## src/rtl/tile_sequencer_if.sv

```systemverilog
// rtl/tile_sequencer_if.sv - job handshake and array control bundle for tile_sequencer
interface tile_sequencer_if;
    logic       start_valid;
    logic       start_ready;
    logic [7:0] num_tiles;
    logic       abort;
    logic       feed_en;
    logic [5:0] diag_idx;
    logic [7:0] tile_idx;
    logic       acc_clear;
    logic       acc_en;
    logic       busy;
    logic       result_valid;
    logic       result_ready;
    logic       err;

    modport master (
        output start_valid, num_tiles, abort, result_ready,
        input  start_ready, feed_en, diag_idx, tile_idx, acc_clear, acc_en,
               busy, result_valid, err
    );

    modport slave (
        input  start_valid, num_tiles, abort, result_ready,
        output start_ready, feed_en, diag_idx, tile_idx, acc_clear, acc_en,
               busy, result_valid, err
    );
endinterface

```

## src/rtl/tile_sequencer.sv

```systemverilog
// rtl/tile_sequencer.sv - sequences clear/feed/gap/drain/output phases of a systolic array job
module tile_sequencer #(
    parameter int N        = 32,
    parameter int PIPE_LAT = 2
) (
    input  logic             clk,
    input  logic             rst_n,
    tile_sequencer_if.slave  sif
);

    localparam int DIAG_LAST = 2 * N - 2;
    localparam int DRAIN_CYC = N + PIPE_LAT;
    localparam int DRW       = $clog2(DRAIN_CYC + 1);

    typedef enum logic [2:0] {
        S_IDLE  = 3'd0,
        S_CLEAR = 3'd1,
        S_FEED  = 3'd2,
        S_GAP   = 3'd3,
        S_DRAIN = 3'd4,
        S_OUT   = 3'd5
    } state_t;

    state_t         state_q, state_n;
    logic [5:0]     diag_q, diag_n;
    logic [7:0]     tile_q, tile_n;
    logic [7:0]     t_q, t_n;
    logic [DRW-1:0] drain_q, drain_n;
    logic           err_q, err_n;

    logic feed_en_q, acc_en_q, acc_clear_q, result_valid_q, start_ready_q, busy_q;
    logic more_tiles;

    assign more_tiles = ({1'b0, tile_q} + 9'd1) < {1'b0, t_q};

    always_comb begin
        state_n = state_q;
        diag_n  = '0;
        tile_n  = tile_q;
        t_n     = t_q;
        drain_n = '0;
        err_n   = 1'b0;

        case (state_q)
            S_IDLE: begin
                tile_n = '0;
                if (sif.start_valid) begin
                    if (sif.num_tiles != 8'd0) begin
                        t_n     = sif.num_tiles;
                        state_n = S_CLEAR;
                    end else begin
                        err_n = 1'b1;
                    end
                end
            end
            S_CLEAR: begin
                tile_n  = '0;
                state_n = S_FEED;
            end
            S_FEED: begin
                if (diag_q == 6'(DIAG_LAST)) begin
                    state_n = more_tiles ? S_GAP : S_DRAIN;
                end else begin
                    diag_n = diag_q + 6'd1;
                end
            end
            S_GAP: begin
                tile_n  = tile_q + 8'd1;
                state_n = S_FEED;
            end
            S_DRAIN: begin
                if (drain_q == DRW'(DRAIN_CYC - 1)) begin
                    state_n = S_OUT;
                end else begin
                    drain_n = drain_q + DRW'(1);
                end
            end
            S_OUT: begin
                if (sif.result_ready) begin
                    state_n = S_IDLE;
                end
            end
            default: begin
                state_n = S_IDLE;
            end
        endcase

        // abort overrides everything, including a start or zero-tile reject in IDLE
        if (sif.abort) begin
            state_n = S_IDLE;
            diag_n  = '0;
            tile_n  = '0;
            t_n     = '0;
            drain_n = '0;
            err_n   = 1'b0;
        end

        if (state_n == S_IDLE) begin
            tile_n = '0;
        end
    end

    // Outputs are registered from the next state so they line up with state_q
    always_ff @(posedge clk or negedge rst_n) begin
        if (!rst_n) begin
            state_q        <= S_IDLE;
            diag_q         <= '0;
            tile_q         <= '0;
            t_q            <= '0;
            drain_q        <= '0;
            err_q          <= 1'b0;
            feed_en_q      <= 1'b0;
            acc_en_q       <= 1'b0;
            acc_clear_q    <= 1'b0;
            result_valid_q <= 1'b0;
            start_ready_q  <= 1'b1;
            busy_q         <= 1'b0;
        end else begin
            state_q        <= state_n;
            diag_q         <= diag_n;
            tile_q         <= tile_n;
            t_q            <= t_n;
            drain_q        <= drain_n;
            err_q          <= err_n;
            feed_en_q      <= (state_n == S_FEED);
            acc_en_q       <= (state_n == S_FEED) || (state_n == S_GAP) || (state_n == S_DRAIN);
            acc_clear_q    <= (state_n == S_CLEAR);
            result_valid_q <= (state_n == S_OUT);
            start_ready_q  <= (state_n == S_IDLE);
            busy_q         <= (state_n != S_IDLE);
        end
    end

    assign sif.start_ready  = start_ready_q;
    assign sif.busy         = busy_q;
    assign sif.feed_en      = feed_en_q;
    assign sif.diag_idx     = diag_q;
    assign sif.tile_idx     = tile_q;
    assign sif.acc_clear    = acc_clear_q;
    assign sif.acc_en       = acc_en_q;
    assign sif.result_valid = result_valid_q;
    assign sif.err          = err_q;

endmodule

```

## src/flat_wrapper.sv

```systemverilog
// flat-port wrapper written by rule: the top's interface ports become plain ports
module tile_sequencer_flat 
#(
    parameter int N        = 32,
    parameter int PIPE_LAT = 2
)
  (clk, rst_n, sif_start_valid, sif_num_tiles, sif_abort, sif_result_ready, sif_start_ready, sif_feed_en, sif_diag_idx, sif_tile_idx, sif_acc_clear, sif_acc_en, sif_busy, sif_result_valid, sif_err);
  tile_sequencer_if sif_i ();
  input  logic clk;
  input  logic rst_n;
  input wire logic [$bits(sif_i.start_valid)-1:0] sif_start_valid;
  input wire logic [$bits(sif_i.num_tiles)-1:0] sif_num_tiles;
  input wire logic [$bits(sif_i.abort)-1:0] sif_abort;
  input wire logic [$bits(sif_i.result_ready)-1:0] sif_result_ready;
  output wire logic [$bits(sif_i.start_ready)-1:0] sif_start_ready;
  output wire logic [$bits(sif_i.feed_en)-1:0] sif_feed_en;
  output wire logic [$bits(sif_i.diag_idx)-1:0] sif_diag_idx;
  output wire logic [$bits(sif_i.tile_idx)-1:0] sif_tile_idx;
  output wire logic [$bits(sif_i.acc_clear)-1:0] sif_acc_clear;
  output wire logic [$bits(sif_i.acc_en)-1:0] sif_acc_en;
  output wire logic [$bits(sif_i.busy)-1:0] sif_busy;
  output wire logic [$bits(sif_i.result_valid)-1:0] sif_result_valid;
  output wire logic [$bits(sif_i.err)-1:0] sif_err;
  assign sif_i.start_valid = sif_start_valid;
  assign sif_i.num_tiles = sif_num_tiles;
  assign sif_i.abort = sif_abort;
  assign sif_i.result_ready = sif_result_ready;
  assign sif_start_ready = sif_i.start_ready;
  assign sif_feed_en = sif_i.feed_en;
  assign sif_diag_idx = sif_i.diag_idx;
  assign sif_tile_idx = sif_i.tile_idx;
  assign sif_acc_clear = sif_i.acc_clear;
  assign sif_acc_en = sif_i.acc_en;
  assign sif_busy = sif_i.busy;
  assign sif_result_valid = sif_i.result_valid;
  assign sif_err = sif_i.err;
  tile_sequencer #(.N(N), .PIPE_LAT(PIPE_LAT)) u_core (.clk(clk), .rst_n(rst_n), .sif(sif_i));
endmodule
```

## config.mk

```make
export PLATFORM = sky130hd
export DESIGN_NAME = tile_sequencer_flat
export DESIGN_NICKNAME = d
export VERILOG_FILES = /design/src/rtl/tile_sequencer_if.sv /design/src/rtl/tile_sequencer.sv /design/src/flat_wrapper.sv
export SDC_FILE = /design/constraint.sdc
export NUM_CORES = 1
export LEC_CHECK = 0
export BUFFER_PORTS_ARGS = -buffer_cell sky130_fd_sc_hd__clkbuf_2
export CELL_PAD_IN_SITES_DETAIL_PLACEMENT = 0
export CELL_PAD_IN_SITES_GLOBAL_PLACEMENT = 1
export CORE_ASPECT_RATIO = 0.8
export CORE_MARGIN = 2
export CORE_UTILIZATION = 30
export CTS_BUF_LIST = sky130_fd_sc_hd__clkbuf_16
export DETAILED_ROUTE_END_ITERATION = 12
export PLACE_DENSITY = 0.66
export SETUP_SLACK_MARGIN = 0.1
export SLEW_MARGIN = 15
export SYNTH_ARGS = -nofsm -noshare
export SYNTH_HDL_FRONTEND = slang
export SYNTH_SLANG_ARGS = --single-unit
```

## constraint.sdc

```tcl
create_clock -name clk -period 2.4 [get_ports clk]
set_input_delay 0.24 -clock clk [delete_from_list [all_inputs] [get_ports clk]]
set_output_delay 0.24 -clock clk [all_outputs]
set_load 0.005 [all_outputs]
```

* Yosys cells after proc, flatten, opt, wreduce, memory -nomap -nowiden
Cells that the tools add are included.
** Cells by class
- Order comparisons :: 1
- Eq/ne operators :: 12
- $add $sub $neg :: 4
- Bitwise logic cells :: 0
- Multipliers :: 0
- Muxes and demuxes :: 25
- Shift-type cells :: 0
- Reductions and logical operators :: 13
- Div/mod/pow operators :: 0
** Operators with widths (count)
- two-way mux 8 bit :: 6
- two-way mux 6 bit :: 6
- two-way mux 3 bit :: 7
- case mux 8 bit (2 select lines) :: 1
- case mux 3 bit (5 select lines) :: 1
- adder 6 x 1 -> 6 bit, second input constant :: 2
- == test 3 x 2 -> 1 bit, second input constant :: 4
- == test 3 bit, second input constant :: 4
- == test 6 bit, second input constant :: 2
- adder 8 x 1 -> 9 bit, second input constant :: 1
- less-than comparator 9 x 8 -> 1 bit :: 1
- adder 8 x 1 -> 8 bit, second input constant :: 1
- nonzero test 8 bit :: 1
- == test 3 x 1 -> 1 bit, second input constant :: 2
- logical NOT 3 bit :: 2
- nonzero test 2 bit :: 3
- two-way mux 1 bit :: 4
- nonzero test 4 bit :: 1
- OR reduction 2 bit :: 2
- AND reduction 3 bit :: 1
- nonzero test 3 bit :: 1
- logical OR 1 bit :: 2
** Word-level totals
- Flip-flop bits (word level) :: 38
- Bits in latches :: 0
- Bits in read-only memories :: 0
- Memories kept :: 0
- Memory bits (writable) :: 0
- Input bits :: 13

* Depth between registers and ports, before layout
- Depth in word-level cells :: 9
- Depth in mapped cells :: 11
- Depth with buffers taken out :: 10

* Worst setup path after synthesis
OpenSTA, ideal clock, no wires.
- Kind :: reg-to-reg
- From :: register u_core.tile_q[0] (netlist: u_core.sif.tile_idx[0])
- To :: register u_core.tile_q[2] (netlist: u_core.sif.tile_idx[2])
- Library setup time :: 94 ps
- Cell stages (with the launch flop) :: 12
- Arrival :: 2480 ps
- Path slack :: -174 ps
- Period minus slack after synthesis :: 2574 ps
- Cell sequence :: dfrtp_1 -> ha_1 -> nand2_1 -> nor2_1 -> xor2_1 -> ha_1 -> and3_1 -> a221o_1 -> a31o_1 -> a2bb2oi_1 -> buf_2 -> a211oi_1
** On the way
- Word-level cells in the longest chain between the ends :: 8
- Elaborated cells between the ends (all ways) :: 12
- Those cells by class :: add/sub: 2; order compare: 1; mux: 7; reduce/logical: 2
** Ends and longest elaborated chain
- from (decl) :: line tile_sequencer.sv:26 : logic [7:0] tile_q, tile_n;
- from (signal assigned) :: line tile_sequencer.sv:121 : tile_q <= tile_n;
- adder 8 x 1 -> 9 bit :: line tile_sequencer.sv:34 : assign more_tiles = ({1'b0, tile_q} + 9'd1) < {1'b0, t_q};
- less-than comparator 9 x 8 -> 1 bit :: line tile_sequencer.sv:34
- two-way mux 3 bit :: line tile_sequencer.sv:62 : state_n = more_tiles ? S_GAP : S_DRAIN;
- two-way mux 3 bit :: line tile_sequencer.sv:61 : if (diag_q == 6'(DIAG_LAST)) begin
- case mux 3 bit (5 select lines) :: line tile_sequencer.sv:44 : case (state_q)
- two-way mux 3 bit :: line tile_sequencer.sv:89 : if (sif.abort) begin
- logical NOT 3 bit :: line tile_sequencer.sv:98 : if (state_n == S_IDLE) begin
- nonzero test 4 bit (no line) / two-way mux 8 bit (equally long branches)
Parallel ways exist; a longest one is shown, timed or not.
A chain may end at the register's enable or synchronous reset.

* Final worst setup path
- From :: register u_core.tile_q[0] (netlist: u_core.sif.tile_idx[0])
- To :: register u_core.feed_en_q (netlist: u_core.sif.feed_en)
** On the way
- Word-level cells in the longest chain between the ends :: 7
** Ends and longest elaborated chain
- adder 8 x 1 -> 9 bit :: line tile_sequencer.sv:34
- less-than comparator 9 x 8 -> 1 bit :: line tile_sequencer.sv:34
- two-way mux 3 bit :: line tile_sequencer.sv:62
- two-way mux 3 bit :: line tile_sequencer.sv:61
- case mux 3 bit (5 select lines) :: line tile_sequencer.sv:44
- two-way mux 3 bit :: line tile_sequencer.sv:89
- == test 3 x 2 -> 1 bit :: line tile_sequencer.sv:125 : feed_en_q <= (state_n == S_FEED);
- to (signal assigned) :: line tile_sequencer.sv:125
- to (decl) :: line tile_sequencer.sv:31 : logic feed_en_q, acc_en_q, acc_clear_q, result_valid_q, start_ready_q, busy_q;
No other way between the ends.

==> flow_summary_export.csv <==
group,metric,value,unit
placed_design,place.port_buffers,33,
cells_and_area,register_area,952,um^2
timing,worst_clock_skew,0.00509,ns
cells_and_area,mostFrequentLayoutCells,"sky130_fd_sc_hd__dfrtp_1 (37), sky130_fd_sc_hd__clkbuf_2 (33), sky130_fd_sc_hd__buf_4 (31)",
drt,wl,5.12,mm
global_route,grt_antenna_before_repair,0,
cells_and_area,combined_area_of_the_multi_input_logic_cells,1100,um^2
drt,final_antenna_net_count,0,
timing,period_share,1.08,
cells_and_area,layout.cells.most_common,"sky130_fd_sc_hd__dfrtp_1",
drt,remaining_drcs,0,
die,rows,26,
global_route,maximum_number_of_pins_on_one_net_before_global_route_repair,39,
clock_tree,tritoncts,"yes",
logic_synthesis,synth_seq_cells,38,
timing,final_period_minus_worst_setup_slack,2.59,ns
logic_synthesis,avgSynthCellArea,10.4,um^2
cells_and_area,layout-drive-gt1-share,0.379,
run_status,failed_checks,"setup timing",
logic_synthesis,synth_cell_type_count,42,
timing,report.final.slew_viol_count,0,
drt,first_pass_iters,4,
drt,routedWlPerCell,14.8,um
flow_run,cap_violations,0,
timing,fin_ws,-0.192,ns
global_route,grt_use_total,0.151,
clock_tree,clk_root_buffer_cell,"sky130_fd_sc_hd__clkbuf_16",
timing,measured_slew_at_the_worst_slew_check_pin,1.09,ns
logic_synthesis,netlist_instances,190,
logic_synthesis,yosys_warnings,0,
power_and_ir_drop,totalPowerFinal,0.00160,W
worst_setup_path,start_kind,"flop",
power_and_ir_drop,p_leak,1.30,nW
cells_and_area,insertedDiodeCount,0,
cells_and_area,syn_to_final_growth,39.9,%
logic_synthesis,ys.flop_type,"sky130_fd_sc_hd__dfrtp_1",
clock_tree,cts.hold.buffers_added,0,
timing,number_of_failing_hold_endpoints_at_the_final_stage,0,
worst_setup_path,critical_path.max_fanout,5,
timing,fmaxAchievable,386,MHz
timing,slew-limit-headroom,0.270,
worst_setup_path,cp_data_arrival_time,2.76,ns
clock_tree,cts.path.max_buffers,2,
worst_hold_path,hold_path.class,"in2async",
placed_design,dp_wirelength,3.53,mm
clock_tree,clk_pin_slew_worst_paths,0.06,ns
logic_synthesis,post_synth_edffs,0,
drt,drtIter0Drc,88,
logic_synthesis,synth_top_area_cell,"sky130_fd_sc_hd__dfrtp_1",
timing,rsz_0062_raised_after_global_routing,"yes",
die,pin_count,34,
die,fp.dieH,76.5,um
die,chipWidth,94.6,um
power_and_ir_drop,vdd_drop_max,0.347,mV
clock_tree,total_clock_buffers_created_by_cts,5,
global_route,vias_in_the_first_global_route,1667,
clock_tree,cts.htree.levels,2,
cells_and_area,final_net_count,285,
die,floorplan.initialDensity,0.309,
logic_synthesis,synth.net_count,215,
timing,setup-tns-final,-1.64,ns
power_and_ir_drop,power_per_cell_area,582,nW/um^2
global_route,grt_pass1_wl,8.46,mm
logic_synthesis,ys_seq_area_frac,0.483,
clock_tree,numClockSinks,38,
cells_and_area,n_fill_cell,645,
logic_synthesis,synth_largest_type_area_fraction,0.470,
run_status,outcome,"finished, violations left",
worst_setup_path,end_kind,"flop",
drt,route.detailed.vias_per_inst,4.87,
die,die-area,7240,um^2
timing,total_setup_violations_reported_at_the_end_of_the_flow,16,
logic_synthesis,postSynth.asyncResetShare,1.00,
global_route,gr-total-overflow,0,
die,floorplan.core_area,6380,um^2
worst_setup_path,required_time_of_the_critical_path,2.57,ns
drt,detailroute.via_count,1679,
logic_synthesis,yosys-top-cells-area,"sky130_fd_sc_hd__dfrtp_1 (47%), sky130_fd_sc_hd__ha_1 (7.6%), sky130_fd_sc_hd__nor2_1 (5.1%), sky130_fd_sc_hd__a22o_1 (3.6%), sky130_fd_sc_hd__xor2_1 (3.6%)",
clock_tree,clk_latency,0.28,ns
logic_synthesis,mappedNetlistArea,1970,um^2
placed_design,place.gp.congestion,0.849,
worst_setup_path,path_class,"reg2reg",
==> per-stage QoR <==
| step | instances | utilization | hold slack (ns) | instance area, um^2 | setup slack [ns] |
|---|---|---|---|---|---|
| after floorplan | 190 | - | -0.0556 | 2030 | -0.132 |
| after global placement | 325 | 0.382 | 0.440 | 2440 | -0.208 |
| after detailed placement | 325 | 0.382 | 0.448 | 2440 | -0.264 |
| after CTS | 342 | 0.425 | 0.145 | 2710 | -0.135 |
| after global routing | 345 | 0.432 | 0.203 | 2760 | -0.337 |
| final | 345 | 0.432 | 0.0972 | 2760 | -0.192 |
==> synthesized netlist by cell type, drive strengths merged (3+ instances only) <==
cell,instances
a211oi,9
a21o,4
a21oi,4
a22o,8
a22oi,7
buf,3
dfrtp,37
ha,12
inv,11
nand2,11
nand3,11
nor2,27
nor3,3
o21ai,3
xnor2,6
xor2,8
==> per-layer routing <==
| layer | track usage | up-vias | share of wire |
|---|---|---|---|
| met4 | 0.0551 | 0 | 0.015 |
| met5 | 0 | - | 0 |
| met2 | 0.205 | 35 | 0.42 |
| met1 | 0.228 | 802 | 0.52 |
| met3 | 0.0386 | 4 | 0.043 |
| li1 | - | 838 | - |
==> cell families (layout without fill, tap and decap cells) <==
family / after synthesis / count (layout) / share of synthesized area
and+or+nand+nor: 66 / 66 / 0.175
buffers and inverters: 15 / 85 / 0.0298
muxes: 1 / 1 / 0.00508
AOI/OAI and AO/OA: 44 / 45 / 0.169
xor gates and xnor gates: 14 / 14 / 0.0622
adders and majority gates: 12 / 12 / 0.0762
DFF: 38 / 38 / 0.483
==> area by class of cell <==
class	instances	share of cell area
Timing Repair Buffer	66	0.153
Multi-Input combinational cell	138	0.398
Tap cell	84	0.0381
Inverter	11	0.0150
Clock inverter	3	0.00590
Clock buffer	5	0.0454
Sequential cell	38	0.345
==> timing repair <==
item / in CTS / in global routing
pin swaps: 9 / 4
endpoints found under the setup margin: 16 / 16
setup buffers: 8 / 3
gates resized for setup: 12 / 5
gates cloned: 1 / 0
==> flip-flops by register name, summed over array words and instances, names as in the netlist, 3 cells and up <==
register,cells
u_core.sif.tile_idx,8
u_core.t_q,8
u_core.drain_q,6
u_core.sif.diag_idx,6
u_core.state_q,3
==> where the power goes <==
group | internal, W | switching [W] | total [W] | leakage [nW]
logic | 0.000111 | 0.000157 | 0.000268 | 0.719
registers | 0.000676 | 0.0000248 | 0.000700 | 0.518
clock network | 0.000379 | 0.000257 | 0.000636 | 0.0672
==> path summary, 6_finish.rpt <==
check                                              startpoint                          endpoint  slack [ns]  depth (start not counted)
setup / recovery           u_core.sif.tile_idx[0]$_DFFE_PN0P_      u_core.sif.feed_en$_DFF_PN0_       -0.19                         10
hold / removal                                          rst_n  u_core.sif.diag_idx[1]$_DFF_PN0_         0.1                          1
setup reg to reg           u_core.sif.tile_idx[0]$_DFFE_PN0P_      u_core.sif.feed_en$_DFF_PN0_       -0.19                         10
hold reg to reg                   u_core.drain_q[0]$_DFF_PN0_       u_core.drain_q[0]$_DFF_PN0_        0.49                          1
max in group asynchronous                               rst_n          u_core.sif.err$_DFF_PN0_        1.72                          1
min in group clk                             sif_num_tiles[5]         u_core.t_q[5]$_DFFE_PN0P_        0.19                          2
==> worst max-delay path, cell delays in order, from the launching register on <==
cell	delay, ns
sky130_fd_sc_hd__dfrtp_1	0.39
sky130_fd_sc_hd__ha_2	0.24
sky130_fd_sc_hd__nand2_2	0.08
sky130_fd_sc_hd__nor2_4	0.10
sky130_fd_sc_hd__xor2_1	0.20
sky130_fd_sc_hd__ha_1	0.28
sky130_fd_sc_hd__and3_4	0.16
sky130_fd_sc_hd__a221o_1	0.32
sky130_fd_sc_hd__a31o_4	0.24
sky130_fd_sc_hd__o31a_1	0.28
sky130_fd_sc_hd__and4b_1	0.19
Note: power is estimated with default switching activity, not from simulation.
